--- config.mk ---
export PLATFORM = sky130hd
export DESIGN_NAME = bitwise_serial_unit
export DESIGN_NICKNAME = d
export VERILOG_FILES = /design/src/rtl/bitwise_pkg.sv /design/src/rtl/bitwise_serial_unit.sv
export SDC_FILE = /design/constraint.sdc
export NUM_CORES = 1
export LEC_CHECK = 0
export ABC_AREA = 1
export ABC_CLOCK_PERIOD_IN_PS = 3910
export CORE_ASPECT_RATIO = 0.6
export CORE_MARGIN = 3
export CORE_UTILIZATION = 52
export DETAILED_ROUTE_END_ITERATION = 12
export PLACE_DENSITY = 0.82
export SYNTH_ARGS = -nofsm -noshare
export SYNTH_HDL_FRONTEND = slang
export SYNTH_SLANG_ARGS = --single-unit
--- constraint.sdc ---
create_clock -name clk -period 3.91 [get_ports clk]
set_clock_uncertainty 0.05 [all_clocks]
set_input_delay 1.173 -clock clk [delete_from_list [all_inputs] [get_ports clk]]
set_output_delay 1.173 -clock clk [all_outputs]
set_load 0.05 [all_outputs]
--- src/rtl/bitwise_pkg.sv ---
// Shared definitions for the bitwise-operation interface: opcodes, unit FSM
// states and the one-bit operation used by the serial datapath.
package bitwise_pkg;

    localparam logic [2:0] OP_NOT  = 3'd0;
    localparam logic [2:0] OP_AND  = 3'd1;
    localparam logic [2:0] OP_OR   = 3'd2;
    localparam logic [2:0] OP_XOR  = 3'd3;
    localparam logic [2:0] OP_XNOR = 3'd4;

    typedef enum logic [1:0] {
        StIdle,
        StShift,
        StDone
    } state_e;

    // One result bit for opcode op; illegal opcodes yield 0.
    function automatic logic bit_op(input logic [2:0] op, input logic a, input logic b);
        logic r;
        case (op)
            OP_NOT:  r = ~a;
            OP_AND:  r = a & b;
            OP_OR:   r = a | b;
            OP_XOR:  r = a ^ b;
            OP_XNOR: r = a ~^ b;
            default: r = 1'b0;
        endcase
        return r;
    endfunction

    function automatic logic op_illegal(input logic [2:0] op);
        return op > OP_XNOR;
    endfunction

endpackage

--- src/rtl/bitwise_serial_unit.sv ---
// Bit-serial bitwise execution unit: accepts an operand pair, computes one
// result bit per cycle LSB first, and returns the whole word on a handshake.
module bitwise_serial_unit
    import bitwise_pkg::*;
#(
    parameter int unsigned WIDTH = 4
) (
    input  logic             clk,
    input  logic             rst,
    input  logic             in_valid,
    output logic             in_ready,
    input  logic [2:0]       op,
    input  logic [WIDTH-1:0] x,
    input  logic [WIDTH-1:0] y,
    output logic             out_valid,
    input  logic             out_ready,
    output logic [WIDTH-1:0] result,
    output logic [2:0]       out_op,
    output logic             err
);

    localparam int unsigned CNT_W = $clog2(WIDTH + 1);

    state_e           state_q;
    logic [WIDTH-1:0] xs_q;
    logic [WIDTH-1:0] ys_q;
    logic [WIDTH-1:0] result_q;
    logic [2:0]       op_q;
    logic [2:0]       out_op_q;
    logic [CNT_W-1:0] cnt_q;
    logic             in_ready_q;
    logic             out_valid_q;
    logic             err_q;

    logic             shift_bit;
    logic             last_shift;

    // Current LSB pair through the opcode; last_shift marks the WIDTH-th shift edge.
    always_comb begin
        shift_bit  = bit_op(op_q, xs_q[0], ys_q[0]);
        last_shift = (cnt_q == CNT_W'(WIDTH - 1));
    end

    // Control FSM, operand/result shift registers and registered handshake outputs.
    always_ff @(posedge clk) begin
        if (rst) begin
            state_q     <= StIdle;
            xs_q        <= '0;
            ys_q        <= '0;
            result_q    <= '0;
            op_q        <= '0;
            out_op_q    <= '0;
            cnt_q       <= '0;
            in_ready_q  <= 1'b1;
            out_valid_q <= 1'b0;
            err_q       <= 1'b0;
        end else begin
            case (state_q)
                StIdle: begin
                    if (in_valid) begin
                        xs_q       <= x;
                        ys_q       <= y;
                        op_q       <= op;
                        result_q   <= '0;
                        cnt_q      <= '0;
                        in_ready_q <= 1'b0;
                        state_q    <= StShift;
                    end
                end
                StShift: begin
                    // New bit enters at the MSB so the word is LSB-aligned after WIDTH shifts.
                    result_q <= (result_q >> 1) | (WIDTH'(shift_bit) << (WIDTH - 1));
                    xs_q     <= xs_q >> 1;
                    ys_q     <= ys_q >> 1;
                    cnt_q    <= cnt_q + CNT_W'(1);
                    if (last_shift) begin
                        out_valid_q <= 1'b1;
                        out_op_q    <= op_q;
                        err_q       <= op_illegal(op_q);
                        state_q     <= StDone;
                    end
                end
                StDone: begin
                    if (out_ready) begin
                        out_valid_q <= 1'b0;
                        in_ready_q  <= 1'b1;
                        state_q     <= StIdle;
                    end
                end
                default: begin
                    out_valid_q <= 1'b0;
                    in_ready_q  <= 1'b1;
                    state_q     <= StIdle;
                end
            endcase
        end
    end

    assign in_ready  = in_ready_q;
    assign out_valid = out_valid_q;
    assign result    = result_q;
    assign out_op    = out_op_q;
    assign err       = err_q;

endmodule

---- Word-level counts from Yosys, hierarchy flattened ----
Cells that the tools add are included.
word-level totals
  register bits ........................... 26
  output and inout port bits .............. 10
operators by class
  add/sub/neg operators ................... 1
  magnitude comparators ................... 1
  equality and inequality tests ........... 10
  muxes and demuxes ....................... 19
  bitwise logic cells ..................... 8
  reduce and logical (&&, ||, !) cells .... 9
operators with widths
  operator             number
  $pmux 4 s2           3
  $mux 4               3
  $eq 3x2->1 const B   3
  $reduce_and 3->1     3
  $mux 2               3
  $ne 2x2->1 const B   3
  $pmux 1 s3           2
  $pmux 2 s3           1
  $pmux 3 s2           1
  $reduce_and 2->1     3
  $pmux 1 s5           1
  $mux 1               4
  $or 3x4->4           1
  $add 3x1->3 const B  1
  $eq 3x1->1 const B   1
  $eq 3x3->1 const B   1
  $gt 3x3->1 const B   1
  $logic_not 3->1      1
  $mux 3               1
  $not 1->1            3
  $eq 2x1->1 const B   1
  $eq 2x2->1 const B   1
  $logic_not 2->1      1
  $reduce_bool 2->1    1
  4 further kinds      4

---- Logic depth before layout (Yosys ltp) ----
  word-level depth ........................ 4
  gate-level depth with buffers ........... 9
  mapped depth without buffers ............ 9

---- Worst setup path before layout ----
No wires, ideal clock.
  path kind ............................... input-to-reg
  from .................................... in in_valid
  to ...................................... reg result_q[1] (netlist: result[1])
  arrival time ............................ 1,784 ps
  required time ........................... 3,790 ps
  setup slack ............................. 2,006 ps
  stages on the path ...................... 6
  buffers on the path ..................... 1
  cell sequence ........................... nand3_4 > inv_2 > nor2_4 > buf_6 > nand2_1 > a21oi_1
on the way
  longest elaborated chain between the ends .. 2
RTL lines
  element                            RTL line                   RTL
  start, declared                    bitwise_serial_unit.sv:10  input logic in_valid,
  $ne 2x2->1 (no source line)        -
  $reduce_and 2->1 (no source line)  -
  end signal, assigned               bitwise_serial_unit.sv:72  result_q <= (result_q >> 1) | (WIDTH'(shift_bit) << (WIDTH - 1));
  end, declared                      bitwise_serial_unit.sv:27  logic [WIDTH-1:0] result_q;
Every way passes these cells.
A chain may end at the register's enable or synchronous reset.

---- Final worst setup path ----
  from .................................... reg result_q[3] (netlist: result[3])
  to ...................................... out result[3]
RTL lines
  element        RTL line                   RTL
  end, declared  bitwise_serial_unit.sv:17  output logic [WIDTH-1:0] result,
No word-level cell between the ends.

==> reports/qor.yml <==
status: "finished clean"
crit_required_ns: 2.69
antenna_found_initial: 0
stdcell_area_sq_mm: 0.00141
worstHoldPathType: "reg -> reg"
place_ws_ns: 1.29
placed_cell_area_sq_mm: 0.00138
synth_warnings: 0
fin_crit_ns: 2.77
r2r-start: "state_q[0]$_SDFFE_PP0P_"
layout-drive-gt1-share_pct: 6.82
syn-instance-count: 152
die_y_microns: 42.1
syn2layout_area_growth_pct: 25.0
io_pins: 25
slew_viol_final: 0
worstSkewPairLatency_ns: 0.32
dieArea_sq_mm: 0.00279
top_usage_layer: "met2"
final_cell_mix: "48 x nand2_1, 26 x dfxtp_1, 25 x a21oi_1, 24 x clkdlybuf4s50_1"
row_count: 12
ir_drop_mv: 0.294
avgSynthCellArea_sq_um: 7.44
grt_max_degree: 20
final_common_cell: "nand2_1"
drtIter0Drc: 34
die_w_microns: 66.2
drc: 0
cp_num_buf_inv: 1
cts_hold_buffers: 0
io_buffers: 24
synth_seq_cells: 26
track_usage_pct: 20.5
hold_path_end: "ys_q[2]$_SDFFE_PP0P_"
synth_cell_type_count: 17
fin_crit_sh_pct: 71.0
yosysSeqAreaShare_pct: 46.0
vias: 1056
ff2ff_path_depth: 5
path_cells: "clkdlybuf4s50_1"
cp-end-kind: "output port"
place_congestion: 0.797
grt_overflow: 0
antenna_cells: 0
rsz0062_at_grt: "false"
startpoint_type: "flip-flop"
crit_fanout: 3
min-delay-start: "ys_q[2]$_SDFFE_PP0P_"
grt_pass1_wl_microns: 4390
wl_microns: 2630
layout.nets: 196
dr.pass1.iters: 4
relSlewSlack_pct: 45.4
slowest_stage: "clkdlybuf4s50_1"
ant_nets: 0
cts_setup_buffers: 0
finish.utilization_pct: 72.4
synth_area_sq_mm: 0.00113
cts_tree: "built"
drv_cap: 0
cts_sinks: 26
use_met3_pct: 6.43
p_leak_nw: 0.578
ctsRootBufferMaster: "clkbuf_4"
initial_core_util_pct: 57.9
grt_pass1_vias: 988
syn_nets: 171
finalPower_uw: 519
reg2reg_slack_ns: 2.16
final_cells: 204
worstSetupPathType: "reg -> out"
fmax_mhz: 360
clock_path_buffers: 2
cts_max_level: 1
gr-usage-met2_pct: 34.5
layout_setup_ws_ns: 1.14
r2r-end: "xs_q[2]$_SDFFE_PP0P_"
grtUsageMet1_pct: 26.5
setup_violations: 0
timing.hold.ws_ns: 0.409
tightest_slew_ns: 0.816
routedWlPerCell_microns: 12.9
vias_per_cell: 5.18
core_sq_mm: 0.00195
cts_resized: 0
cp_top_family: "buffers and inverters"
dp.cells: 200
min_path_cells: 2
clkSlewWorstSetupHoldPaths_ns: 0.14
numCtsBuffers: 3
power.density_mw_per_mm2: 367
worst_path_largest_cell_delay_ns: 0.82
dp_hpwl_microns: 1940
fin_setup_tns_ns: 0
worstPathArrival_ns: 1.55
finalHoldViolCount: 0
## state kept, by name, summed over array words and instances, names as in the netlist
register and count:
result 4, out_op 3, xs_q 4, state_q 2, in_ready 1, out_valid 1, err 1, ys_q 4
cnt_q 3, op_q 3
## how the worst max path moves through the flow
| stage | from | end | slack [ns] | cells after the start |
|---|---|---|---|---|
| after floorplan | in_valid | result[1]$_SDFFE_PP0P_ | 2.01 | 6 |
| after global placement | in_valid | ys_q[1]$_SDFFE_PP0P_ | 1.36 | 7 |
| after global routing | result[3]$_SDFFE_PP0P_ | result[3] | 1.07 | 1 |
| after CTS | result[3]$_SDFFE_PP0P_ | result[3] | 1.15 | 1 |
| after detailed placement | in_valid | xs_q[1]$_SDFFE_PP0P_ | 1.29 | 7 |
| final | result[3]$_SDFFE_PP0P_ | result[3] | 1.14 | 1 |
## layout make-up
| type | count | area, sq um |
|---|---|---|
| fill | 172 | 538 |
| tap | 28 | 35.0 |
| multi-input combinational | 104 | 510 |
| clock buffer | 4 | 36.3 |
| timing repair buffer | 25 | 248 |
| inverter | 17 | 63.8 |
| sequential | 26 | 520 |
## per-layer routing
metal	up-vias	wire length [microns]
met5	-	0
met4	0	15
met3	4	173
met2	33	1210
met1	485	1230
li1	534	-
## power breakdown
group | leakage (nW) | switching, mW | internal, mW
logic | 0.344 | 0.0566 | 0.0370
clock network | 0.0210 | 0.0795 | 0.0570
registers | 0.213 | 0.00958 | 0.280
total | 0.578 | 0.146 | 0.374
## kinds of logic after synthesis
kind of cell / after synthesis / synth area share (%)
DFF: 26 / 46.0
AOI/OAI and AO/OA: 40 / 18.0
adders and majority gates: 4 / 4.42
and+or+nand+nor: 60 / 22.7
buffers and inverters: 22 / 8.85
## worst reg2reg max path, cell delays in order, from the launching register on
cell and delay [ns]:
dfxtp_1 0.37, inv_2 0.07, nor2_1 0.62, nor2_4 0.22, o21ai_0 0.25, a21oi_1 0.07
## synthesized netlist by cell type
library cell / count / area, sq um
or2_2: 1 / 6.26
a21oi_1: 25 / 125
dfxtp_1: 26 / 521
inv_1: 14 / 52.6
inv_2: 3 / 11.3
buf_2: 1 / 5.00
clkbuf_2: 1 / 5.00
nand2_1: 48 / 180
nor2_1: 3 / 11.3
a21oi_2: 1 / 8.76
buf_6: 2 / 22.5
nand3_4: 1 / 17.5
o21ai_0: 14 / 70.1
nor2_4: 1 / 11.3
ha_1: 4 / 50.1
nand3_1: 6 / 30.0
clkbuf_1: 1 / 3.75
Power figures use the tool's default switching activity.
